[src/rtl/turf_fragment_arbiter.sv]
// Round-robin arbiter that shares one UDP header + payload output among NSRC fragment sources.
// Each grant covers a whole fragment: one header beat, then payload beats through tlast.
module turf_fragment_arbiter #(
    parameter int NSRC = 2,
    parameter int CNTW = 32
) (
    input  logic                 aclk,
    input  logic                 aresetn,
    input  logic [NSRC-1:0]      src_enable_i,
    input  logic [64*NSRC-1:0]   s_hdr_tdata,
    input  logic [16*NSRC-1:0]   s_hdr_tuser,
    input  logic [NSRC-1:0]      s_hdr_tvalid,
    output logic [NSRC-1:0]      s_hdr_tready,
    input  logic [64*NSRC-1:0]   s_payload_tdata,
    input  logic [8*NSRC-1:0]    s_payload_tkeep,
    input  logic [NSRC-1:0]      s_payload_tuser,
    input  logic [NSRC-1:0]      s_payload_tlast,
    input  logic [NSRC-1:0]      s_payload_tvalid,
    output logic [NSRC-1:0]      s_payload_tready,
    output logic [63:0]          m_hdr_tdata,
    output logic [15:0]          m_hdr_tuser,
    output logic                 m_hdr_tvalid,
    input  logic                 m_hdr_tready,
    output logic [63:0]          m_payload_tdata,
    output logic [7:0]           m_payload_tkeep,
    output logic                 m_payload_tuser,
    output logic                 m_payload_tlast,
    output logic                 m_payload_tvalid,
    input  logic                 m_payload_tready,
    output logic [NSRC-1:0]      grant_o,
    output logic                 busy_o,
    input  logic [1:0]           count_sel_i,
    output logic [CNTW-1:0]      count_o
);
    // state   | meaning
    // IDLE    | no grant; pick the next requester in round-robin order
    // HDR     | granted source's header routed to m_hdr, waiting for its handshake
    // PAYLOAD | granted source's payload routed to m_payload until tlast handshake
    localparam int PW = (NSRC > 1) ? $clog2(NSRC) : 1;

    typedef enum logic [1:0] {IDLE, HDR, PAYLOAD} state_t;

    state_t          state;
    logic [NSRC-1:0] grant;
    logic            busy;
    logic [PW-1:0]   rr_ptr;
    logic [CNTW-1:0] cnt [NSRC];

    logic [NSRC-1:0] cand;
    logic [NSRC-1:0] pick;
    logic            pick_any;
    logic [PW-1:0]   rr_after;
    logic [CNTW-1:0] cnt_mux;
    logic            hdr_fire;
    logic            pay_done;

    // First requester at or after the rr pointer, wrapping at NSRC-1.
    always_comb begin
        cand     = s_hdr_tvalid & src_enable_i;
        pick     = '0;
        pick_any = 1'b0;
        for (int k = 0; k < NSRC; k++) begin
            if (!pick_any && cand[(int'(rr_ptr) + k) % NSRC]) begin
                pick_any                             = 1'b1;
                pick[(int'(rr_ptr) + k) % NSRC]      = 1'b1;
            end
        end
    end

    always_comb begin
        rr_after = '0;
        for (int i = 0; i < NSRC; i++) begin
            if (grant[i]) begin
                rr_after = (i == NSRC - 1) ? '0 : PW'(i + 1);
            end
        end
    end

    always_comb begin
        m_hdr_tdata     = '0;
        m_hdr_tuser     = '0;
        m_payload_tdata = '0;
        m_payload_tkeep = '0;
        m_payload_tuser = 1'b0;
        m_payload_tlast = 1'b0;
        for (int i = 0; i < NSRC; i++) begin
            if (grant[i]) begin
                m_hdr_tdata     = s_hdr_tdata[i*64 +: 64];
                m_hdr_tuser     = s_hdr_tuser[i*16 +: 16];
                m_payload_tdata = s_payload_tdata[i*64 +: 64];
                m_payload_tkeep = s_payload_tkeep[i*8 +: 8];
                m_payload_tuser = s_payload_tuser[i];
                m_payload_tlast = s_payload_tlast[i];
            end
        end
        m_hdr_tvalid     = (state == HDR) && |(grant & s_hdr_tvalid);
        m_payload_tvalid = (state == PAYLOAD) && |(grant & s_payload_tvalid);
        s_hdr_tready     = (state == HDR) ? (grant & {NSRC{m_hdr_tready}}) : '0;
        s_payload_tready = (state == PAYLOAD) ? (grant & {NSRC{m_payload_tready}}) : '0;
    end

    always_comb begin
        cnt_mux = '0;
        for (int i = 0; i < NSRC; i++) begin
            if (count_sel_i == 2'(i)) begin
                cnt_mux = cnt[i];
            end
        end
    end

    assign hdr_fire = m_hdr_tvalid && m_hdr_tready;
    assign pay_done = m_payload_tvalid && m_payload_tready && m_payload_tlast;

    always_ff @(posedge aclk) begin
        if (!aresetn) begin
            state   <= IDLE;
            grant   <= '0;
            busy    <= 1'b0;
            rr_ptr  <= '0;
            count_o <= '0;
            for (int i = 0; i < NSRC; i++) begin
                cnt[i] <= '0;
            end
        end else begin
            count_o <= cnt_mux;
            case (state)
                IDLE: begin
                    if (pick_any) begin
                        grant <= pick;
                        busy  <= 1'b1;
                        state <= HDR;
                    end
                end
                HDR: begin
                    if (hdr_fire) begin
                        state <= PAYLOAD;
                    end
                end
                PAYLOAD: begin
                    if (pay_done) begin
                        for (int i = 0; i < NSRC; i++) begin
                            if (grant[i]) begin
                                cnt[i] <= cnt[i] + CNTW'(1);
                            end
                        end
                        rr_ptr <= rr_after;
                        grant  <= '0;
                        busy   <= 1'b0;
                        state  <= IDLE;
                    end
                end
                default: begin
                    state <= IDLE;
                    grant <= '0;
                    busy  <= 1'b0;
                end
            endcase
        end
    end

    assign grant_o = grant;
    assign busy_o  = busy;

endmodule

[config.mk]
export PLATFORM = sky130hd
export DESIGN_NAME = turf_fragment_arbiter
export DESIGN_NICKNAME = d
export VERILOG_FILES = /design/src/rtl/turf_fragment_arbiter.sv
export SDC_FILE = /design/constraint.sdc
export NUM_CORES = 1
export LEC_CHECK = 0
export ABC_AREA = 1
export CAP_MARGIN = 10
export CORE_AREA = 4 4 196 198
export CTS_CLUSTER_DIAMETER = 120
export DETAILED_ROUTE_END_ITERATION = 10
export DIE_AREA = 0 0 200 202
export GPL_ROUTABILITY_DRIVEN = 1
export GPL_TIMING_DRIVEN = 0
export PLACE_DENSITY = 0.58
export SLEW_MARGIN = 10
export SYNTH_ARGS = -nofsm -noshare
export SYNTH_HDL_FRONTEND = slang
export SYNTH_SLANG_ARGS = --single-unit
export TNS_END_PERCENT = 20
[constraint.sdc]
create_clock -name aclk -period 4.3 [get_ports aclk]
set_clock_uncertainty 0.1 [all_clocks]
set_input_delay 0.645 -clock aclk [delete_from_list [all_inputs] [get_ports aclk]]
set_output_delay 0.645 -clock aclk [all_outputs]
set_load 0.01 [all_outputs]
After elaboration in Yosys (flattened, before gate mapping)
Memory sizes are Yosys's and may differ from the RTL's.
Cells that the tools add are included.
Storage, ports and cells
  register bits after elaboration: 38
  memory bits (writable): 64
  input port bits: 320
  output and inout bits: 195
  logic and storage cells: 97
  memories kept: 1
Memory list
  cnt: depth 2, bits a word 32, rd ports 2, clocked after Yosys merged registers in 0, write ports 2, line 47  | logic [CNTW-1:0] cnt [NSRC];
Cells by class
  $add $sub $neg: 3
  $lt $le $gt $ge: 4
  equal/unequal tests: 6
  muxes and demuxes: 52
  bitwise operators: 10
  reduce and logical (&&, ||, !) cells: 16
Operators by type and width (number)
  $mux W64: 4
  $mux W32: 4
  $add A32 B1 Y32 const B: 2
  $mux W16: 2
  $mux W1: 27
  $mux W2: 8
  $mux W8: 2
  $pmux W2 S3: 2
  $and A2 B2 Y2: 5
  $logic_and A1 B1 Y1: 8
  $ne A2 B2 Y1 const B: 3
  $reduce_and A3 Y1: 2
  $eq A2 B1 Y1 const B: 2
  $logic_not A2 Y1: 2
  $reduce_or A2 Y1: 2
  $lt A2 B3 Y1 const B: 1
  $pmux W1 S3: 1
  $demux W1 S1: 2
  $eq A2 B2 Y1 const B: 1
  $ge A2 B1 Y1 const B: 1
  $lt A1 B2 Y1 const B: 1
  $or A1 B1 Y1: 2
  $or A2 B2 Y2: 1
  $reduce_and A2 Y1: 1
  5 further kinds: 5

Logic depth before layout (Yosys ltp)
  depth after elaboration: 10
  mapped depth: 10

Worst setup path before layout
Ideal clock, no wire load.
  path kind: input -> register
  from: in s_payload_tvalid[0]
  to: mem cnt[1][0] (netlist: cnt[0][32]) (enable)
  setup time: 0.468 ns
  arrival time: 3.356 ns
  setup slack: 0.376 ns
  stages on the path: 6
  path through: nand2_1 > nand2_1 > nand2_1 > nor2_2 > inv_1 > o21ai_0
RTL lines
  start: declaration: line 18  | input logic [NSRC-1:0] s_payload_tvalid,
  end: declaration: line 47

Final worst setup path
  from: reg grant[1] (netlist: grant_o[1])
  to: out m_hdr_tuser[8]
Between the ends
  word-level cells in the longest chain between the ends: 1
Ends and longest elaborated chain
  start: declaration: line 44  | logic [NSRC-1:0] grant;
  start signal: assignment: line 129  | grant <= pick;
  $mux W16: line 87  | if (grant[i]) begin
  end: declaration: line 21  | output logic [15:0] m_hdr_tuser,
Every way passes these cells.

==> reports/metrics.yaml <==
ys_seq_area_share_pct: 38.0
antenna_found_initial: 7
drv_cap: 0
cts_made_buffers: 9
hold_path_depth: 2
fp-row-count: 70
rr_endpoint: "cnt[0][26]"
gp_congestion: 0.944
drt-total-wl_um: 48500
place_ws_ns: 1.06
cts_tree: "done"
rsz0062_at_grt: "false"
syn-num-nets: 1248
slowest_delay_ns: 0.64
critPathKind: "register to output port"
final_nets: 1774
fin_ws_ns: 0.710
avgSynthCellArea_um2: 7.62
final_layout_size_suffix_gt1_share_pct: 4.19
design_area_um2: 13200
ant_nets: 0
syn-instance-count: 926
crit_chain: "buf_4 -> nor2_4 -> clkbuf_1 -> a22o_1 -> clkdlybuf4s50_1"
max_freq_ghz: 0.279
p_leak_nw: 4.88
worst-path-buf-inv: 3
io_buffers: 513
clk_pin_slew_ns: 0.07
critPathRequiredTime_ns: 3.56
yosys_warnings: 0
drt-initial-drc-count: 642
io_pins: 515
slew_violations: 0
hp-start: "busy_o"
routed_via_density: 4.62
grt_max_degree: 25
ir_worst_vdd_mv: 0.183
wl_per_cell_um: 25.1
hold_end: "busy_o"
critPathTopFamily: "buffers and inverters"
cts_resized: 0
die_w_um: 200
hold_violations: 0
finalCritPeriodShare_pct: 83.5
ys_ff_latch: 102
clock-sinks: 102
final-setup-viol-count: 0
power.total_mw: 3.55
grt.overflow.total: 0
drcViolationCount: 0
clk_latency_ns: 0.36
dp_hpwl_um: 43100
slowest_stage: "clkbuf_1"
worstSetupStartpointType: "register"
r2r-start: "grant_o[1]"
num_vias: 8924
cts_setup_buffers: 0
dieArea_um2: 40400
cp.arrival_ns: 2.85
cts_max_level: 3
start_util_pct: 19.3
core_area_um2: 36500
hold_ws_ns: 0.383
synthToLayoutAreaGrowth_pct: 87.0
tightest_slew_ns: 0.790
r2r_setup_slack_ns: 2.08
powerDensity_nw_per_um2: 269
drtPass1Iterations: 5
min_period_ns: 3.59
synth_cell_types: 34
relSlewSlack_pct: 47.4
grt_usage_pct: 22.8
hold_buffers: 0
hp-class: "register to register"
clockBufferDepth: 2
status: "completed"
grt_pass1_vias: 9114
r2r_cells: 7
cts_root_buffer: "clkbuf_16"
grt_pass1_wl_um: 65400
cp-end-kind: "output port"
critPathMaxFanout: 10
fp.dieH_um: 202
placed_area_um2: 12800
syn-cell-area_um2: 7050
fin_util_pct: 36.1
[state kept, by name (all words and copies together) (netlist names)]
name and flops:
cnt 64, state 2, rr_ptr 1, grant_o 2, busy_o 1, count_o 32
[power breakdown]
group          internal [mW]  switching (mW)  total [mW]
sequential              1.07          0.0294        1.10
combinational          0.798           0.729        1.53
clock                  0.519           0.402       0.922
total                   2.39            1.16        3.55
[tightest hold or removal path, delay by kind of cell, from the launching register on]
kind	cells	cell delay [ns]
flip-flops	1	0.32
AND/OR/NAND/NOR	2	0.12
[placed cells by master (no fill, tap or decap), drive strengths merged]
master         instances
o21ai                 10
nor3                  36
and2                   1
nand2                168
diode                  7
clkinv                 3
dfxtp                 38
o22ai                 30
nor3b                  5
ha                     2
xor2                  12
buf                   26
clkdlybuf4s50        513
nor2                 132
a21oi                 40
nand3                 40
inv                  130
or2                    4
xnor2                  1
a211oi                 1
bufinv                 2
a22o                 153
clkbuf                35
nor4                   1
nand4                 10
edfxtp                64
[routing by layer]
layer	vias up	track usage, %	part of all wire, %
li1	4283	-	-
met1	4129	23.8	35
met2	448	43.2	52
met3	64	4.90	7.5
met4	0	10.0	5.2
met5	-	0	0
[worst max path at each step]
stage	from	end	slack (ns)	cells past startpoint
global route	grant_o[1]	m_hdr_tuser[8]	0.62	5
finish	grant_o[1]	m_hdr_tuser[8]	0.71	5
CTS	grant_o[1]	m_hdr_tdata[9]	0.66	6
floorplan	s_payload_tvalid[0]	cnt[0][32]	0.38	6
global placement	s_payload_tvalid[0]	cnt[0][58]	-1.69	7
detailed placement	grant_o[1]	m_hdr_tdata[9]	1.06	6
[synthesized netlist by cell type, drive strengths merged]
cell type  instances  area share, %
ha                 2           0.35
and2               1          0.089
nor3b              5           0.53
nor3              36            2.8
a22o             153             19
buf               24            1.8
edfxtp            64             27
a21oi             40            2.8
o22ai             30            2.7
nor4               1          0.089
inv              127            6.8
nand2            168            9.0
nor2             132            7.8
clkinv             1          0.053
dfxtp             38             11
or2                4           0.35
o21ai             10           0.71
xor2              12            1.5
xnor2              1           0.12
nand3             40            3.1
nand4             10           0.89
a211oi             1           0.11
clkbuf            26            1.4
[per-stage QoR]
stage / std cells / setup TNS [ns]
CTS: 1925 / 0
detailed placement: 1909 / 0
finish: 1932 / 0
floorplan: 926 / 0
global route: 1925 / 0
global placement: 1907 / -103.26
[kinds of logic after synthesis]
family,Yosys count,synth area share (%)
AOI/OAI and AO/OA,234,25.3
xor gates and xnor gates,13,1.61
adders and majority gates,2,0.355
buffers and inverters,178,9.97
DFF,102,38.0
and+or+nand+nor,397,24.7
[cell type report]
type                    count  area [um2]
clock buffers               9         225
plain buffers              50         223
repair buffers            515        5180
clock inverters             7         104
multi-input cells         646        3690
flip-flops and latches    102        2680
inverters                 128         480
well taps                 468         586
diodes                      7        17.5
fillers                  3822       23300
Power figures use the tool's default switching activity.
==> RTL edit 1 (config.mk and constraints unchanged) <==
The parameter `NSRC` goes from 2 to 1.
--- a/src/rtl/turf_fragment_arbiter.sv
+++ b/src/rtl/turf_fragment_arbiter.sv
@@ -1,7 +1,7 @@
 // Round-robin arbiter that shares one UDP header + payload output among NSRC fragment sources.
 // Each grant covers a whole fragment: one header beat, then payload beats through tlast.
 module turf_fragment_arbiter #(
-    parameter int NSRC = 2,
+    parameter int NSRC = 1,
     parameter int CNTW = 32
 ) (
     input  logic                 aclk,
Ports: changed (12 resized); port bits go from 515 to 355. The function was not compared with the original's and may differ.
==> RTL edit 1 against the unedited design <==
- cell area fell by 33%
- total power down 46%
- sequential cell count shrank 35
- setup slack better by 0.068 ns
- area after synthesis decreased by 38%
- highest routed layer is now met5
- critical path depth rose by 1
- critical endpoint is now m_hdr_tdata[11]
- routed wire length is 50% lower
- non-clock buffer count fell by 187
==> RTL edit 1: results (changes against the unedited design) <==
outcome finished clean; GR Util met3 5.251% (+0.35 points); Clock transition at path regs 0.06 ns; Clock Path Buffers 2 (unchanged); vias per inst 3.505 (-24%); GPL Wtd Cong 0.9161 (-2.9%); first-pass GRT wire length 35630 µm (-46%); worst setup path start busy_o; hold crit path type flip-flop to flip-flop; vias in the first global route 5670 (-38%); CP max FO 10 (unchanged); clock latency on the worst-skew pair 0.34 ns (-0.02 ns); top_reg_cell synth dfxtp_1; Layout Nets 1248 (-30%); Post-synth ARST share 0% (unchanged); Fill cells 4010 (+4.9%); worst relative slew slack 45.15% (-2.2 points); # diodes 0 (-7); largest registers cnt: 32 flops, count_o: 32 flops, state: 2 flops; YS warnings 0 (unchanged); Starting DRT DRC Count 254 (-60%); DRT Wirelength 24350 µm (-50%); initial antenna violation count 1 (-6); ranking of synthesized cells by area edfxtp_1, nand2_1, inv_1, dfxtp_1, nor2_1; TritonRoute pass-1 iters 5 (unchanged); Crit-path slowest cell clkdlybuf4s50_1; share of layout cells above drive strength 1 5.418% (+1.2 points); Post-CTS Setup Bufs 0 (unchanged); routed length on met3 2514 µm (-31%); Net Switching 493.0 µW (-58%); met1 wire length 9775 µm (-42%); Met2 Routed Length 11720 µm (-54%); Leakage 0.004291 µW (-12%); highest metal used met5; top cells by instance count after synthesis nand2_1, inv_1, nor2_1, dfxtp_1, edfxtp_1; sequential cell area 1662 µm² (-38%); grt met2 use 19.87% (-23 points); pin count of the biggest net entering global routing 33 (+32%); Max stage delay on crit path 0.57 ns (-0.07 ns); placement-stage cell area 8474 µm² (-34%); EDFF count, synth 32 (-50%); hold buffer count at CTS 0 (unchanged); Arr. time, crit path 2.78 ns (-0.07 ns); Net Count, Synth 883 (-29%); unique cell type count in the Yosys netlist 28 (-18%); Inserted Clock Buffers 9 (unchanged); peak supply drop 0.0001760 V (-3.8%); DP Wirelength 21110 µm (-51%); Port Buffer Count 354 (-31%); min-delay src cnt[0][31]; post-synthesis sequential area ratio 38.26% (+0.22 points); H-tree lvl count 3 (unchanged); GR Util met1 13.61% (-10 points); Tot GR Track Use 11.71% (-11 points); post_cts resized 0 (unchanged)
RTL edit 1: cell types whose count changed after synthesis, sizes merged, moves of 18 or more:
| cell | change |
|---|---|
| nand3 | -23 |
| nand2 | +92 |
| clkbuf | -18 |
| nor2 | -33 |
| a22o | -153 |
| nor3 | -32 |
| o22ai | -30 |
| edfxtp | -32 |
| inv | +79 |
RTL edit 1: path summary, 6_finish.rpt:
kind,to,slack (ns),cells past startpoint
max,m_hdr_tdata[11],0.78,6
min,count_o[31],0.46,2
max reg2reg,cnt[0][18],2.12,5
min reg2reg,count_o[31],0.46,2
RTL edit 1: metrics by stage:
stage,std cells,setup slack [ns]
detailed placement,1541,1.026
global route,1557,0.5711
global placement,1541,1.050
CTS,1557,0.6346
floorplan,719,2.099
finish,1557,0.7780
RTL edit 1: worst max-delay path: cells and delay by family (launching register included):
kind	cells	cell delay, ns
flip-flops	1	0.45
buffers and inverters	5	1.88
AND/OR/NAND/NOR	1	0.09
RTL edit 1: final cells by class:
type,count,share of cell area [%]
multi-input cells,422,20.49
flip-flops and latches,67,18.93
inverters,206,8.811
plain buffers,24,1.283
clock buffers,10,2.723
well taps,468,6.672
clock inverters,6,0.7129
repair buffers,354,40.38
RTL edit 1: power by group through the flow:
| stage | Sequential (µW) | Combinational [µW] | Clock [µW] |
|---|---|---|---|
| final | 701 | 468 | 744 |
| after global routing | 703 | 508 | 798 |
| after global placement | 714 | 472 | 0 |
| after floorplan | 712 | 135 | 0 |
| after detailed placement | 715 | 469 | 0 |
| after CTS | 701 | 476 | 764 |
RTL edit 1: cells by family after synthesis:
logic type | count (synthesis) | share of synthesized area, %
flops | 67 | 38.26
compound gates | 34 | 4.149
buf+inv | 230 | 20.40
xor+xnor | 2 | 0.4034
simple gates | 385 | 36.50
fa+ha+maj | 1 | 0.2881
==> RTL edit 2 (same flow settings) <==
Without the edit above. The 3 states of `state_t` get a one-hot encoding in 3 bits.
--- a/src/rtl/turf_fragment_arbiter.sv
+++ b/src/rtl/turf_fragment_arbiter.sv
@@ -38,7 +38,7 @@
     // PAYLOAD | granted source's payload routed to m_payload until tlast handshake
     localparam int PW = (NSRC > 1) ? $clog2(NSRC) : 1;
 
-    typedef enum logic [1:0] {IDLE, HDR, PAYLOAD} state_t;
+    typedef enum logic [2:0] {IDLE = 3'b001, HDR = 3'b010, PAYLOAD = 3'b100} state_t;
 
     state_t          state;
     logic [NSRC-1:0] grant;
Check against the original RTL: same outputs for any inputs over 4 cycles, from zero or initial values and one cycle with aresetn low; so few cycles prove little.
==> RTL edit 2 against the unedited design <==
- setup slack lost 0.22 ns
- sequential cell count grew 1
- register-to-register slack lost 0.20 ns
- cell area down 0.46%
- critical endpoint is now m_hdr_tdata[55]
- sequential share of layout area up 0.25 points
- non-clock buffer count is 2 higher
- via count shrank 3.7%
- count of clock-buffer cells in the layout is 3 higher
- total power down 18%
- area after synthesis shrank 0.39%
- routed wire length down 6.1%
==> RTL edit 2: results (changes against the unedited design) <==
DRT Wirelength 45570 µm (-6.1%); pin count of the biggest net entering global routing 26 (+4.0%); routed length on met3 4611 µm (+26%); unique cell type count in the Yosys netlist 36 (+5.9%); Hold Vio Cnt, Final 0 (unchanged); root buffer cell clkbuf_16; share of layout cells above drive strength 1 6.662% (+2.5 points); highest metal used met5; FF-to-FF Start grant_o[0]; EDFF count, synth 64 (unchanged); actual slew at the worst max-slew pin 0.7683 ns (-0.02138 ns); CP max FO 10 (unchanged); Met2 Routed Length 22730 µm (-11%); Leakage 0.004957 µW (+1.6%); first-pass GRT wire length 60610 µm (-7.4%); Arr. time, crit path 3.07 ns (+0.22 ns); peak supply drop 0.0001949 V (+6.5%); dpl ws 0.7949 ns (-0.2689 ns); ranking of synthesized cells by area edfxtp_1, a22o_1, dfxtp_1, nand2_1, inv_1; GR Util met1 25.08% (+1.3 points); Port Buffer Count 514 (+0.19%); initial antenna violation count 17 (+10); Worst Setup EP m_hdr_tdata[55]; Mapped Cells 864 (-6.7%); Clock transition at path regs 0.06 ns; grt met2 use 37.86% (-5.4 points); H-tree lvl count 3 (unchanged); R2R setup slack 1.88 ns (-0.20 ns); top_reg_cell synth edfxtp_1; Starting DRT DRC Count 743 (+16%); Startpoint Class flip-flop; GPL Wtd Cong 0.8747 (-7.3%); GR Util met3 6.201% (+1.3 points); reg2reg end cnt[0][47]; vias in the first global route 8428 (-7.5%); hold crit path type flip-flop to flip-flop; post_cts resized 0 (unchanged); Crit-path slowest cell clkdlybuf4s50_1; placement-stage cell area 12820 µm² (-0.14%); met1 wire length 17530 µm (+3.8%); Max stage delay on crit path 0.56 ns (-0.08 ns); Tot GR Track Use 21.07% (-1.8 points); Net Count, Synth 1186 (-5.0%); Placed Cells 1848 (-3.2%); Post-synth ARST share 0% (unchanged); R2R depth 5 (-2); DP Wirelength 40270 µm (-6.5%); outcome finished clean; Fill cells 3825 (+0.078%); post-synthesis sequential area ratio 38.48% (+0.43 points); Vias 8597 (-3.7%); largest registers cnt: 64 flops, count_o: 32 flops, state: 3 flops; crit share post-route 88.65% (+5.2 points); Int Pwr 2073 µW (-13%); Non-Filler Instances 1868 (-3.3%); Clock Path Buffers 2 (unchanged); top cells by instance count after synthesis a22o_1, nand2_1, inv_1, nor2_1, edfxtp_1; YS warnings 0 (unchanged); Layout Nets 1713 (-3.4%)
RTL edit 2: cell types whose count changed after synthesis, sizes merged, moves of 4 or more:
| cell | before | now |
|---|---|---|
| a21oi | 40 | 34 |
| nor2 | 132 | 120 |
| or2 | 4 | 8 |
| inv | 127 | 118 |
| nand2 | 168 | 125 |
| xor2 | 12 | 21 |
| nor3b | 5 | 1 |
| o21ai | 10 | 6 |
| nand4 | 10 | 20 |
| o22ai | 30 | 22 |
RTL edit 2: logic make-up after synthesis:
kind of cell | share of synthesized area (%)
AO/OA/AOI/OAI | 24.60
XOR/XNOR | 2.619
adder cells (fa/ha/maj) | 0.3562
buffers and inverters | 9.565
flip-flops | 38.48
AND/OR/NAND/NOR | 24.39
RTL edit 2: power by group through the flow:
stage	logic, µW	registers (µW)	clock network, µW
finish	970	1110	817
global route	1020	1120	868
CTS	978	1110	834
detailed placement	976	1130	0
global placement	964	1140	0
floorplan	288	1130	0
RTL edit 2: worst min path at each step:
| stage | from | cells after the start | to | slack (ns) |
|---|---|---|---|---|
| after floorplan | rr_ptr | 2 | rr_ptr | 0.35 |
| after global placement | busy_o | 2 | busy_o | 0.36 |
| after detailed placement | busy_o | 2 | busy_o | 0.37 |
| after CTS | busy_o | 2 | busy_o | 0.38 |
| after global routing | busy_o | 2 | busy_o | 0.42 |
| final | busy_o | 2 | busy_o | 0.37 |
RTL edit 2: final cells by class:
class,count,area [µm²],area share [%]
plain buffers,51,229.0,1.744
clock inverters,4,27.53,0.2097
multi-input cells,592,3672,27.97
inverters,118,442.9,3.374
diodes,4,10.01,0.07624
flip-flops and latches,103,2703,20.59
clock buffers,12,266.5,2.030
well taps,468,585.6,4.460
repair buffers,516,5192,39.55
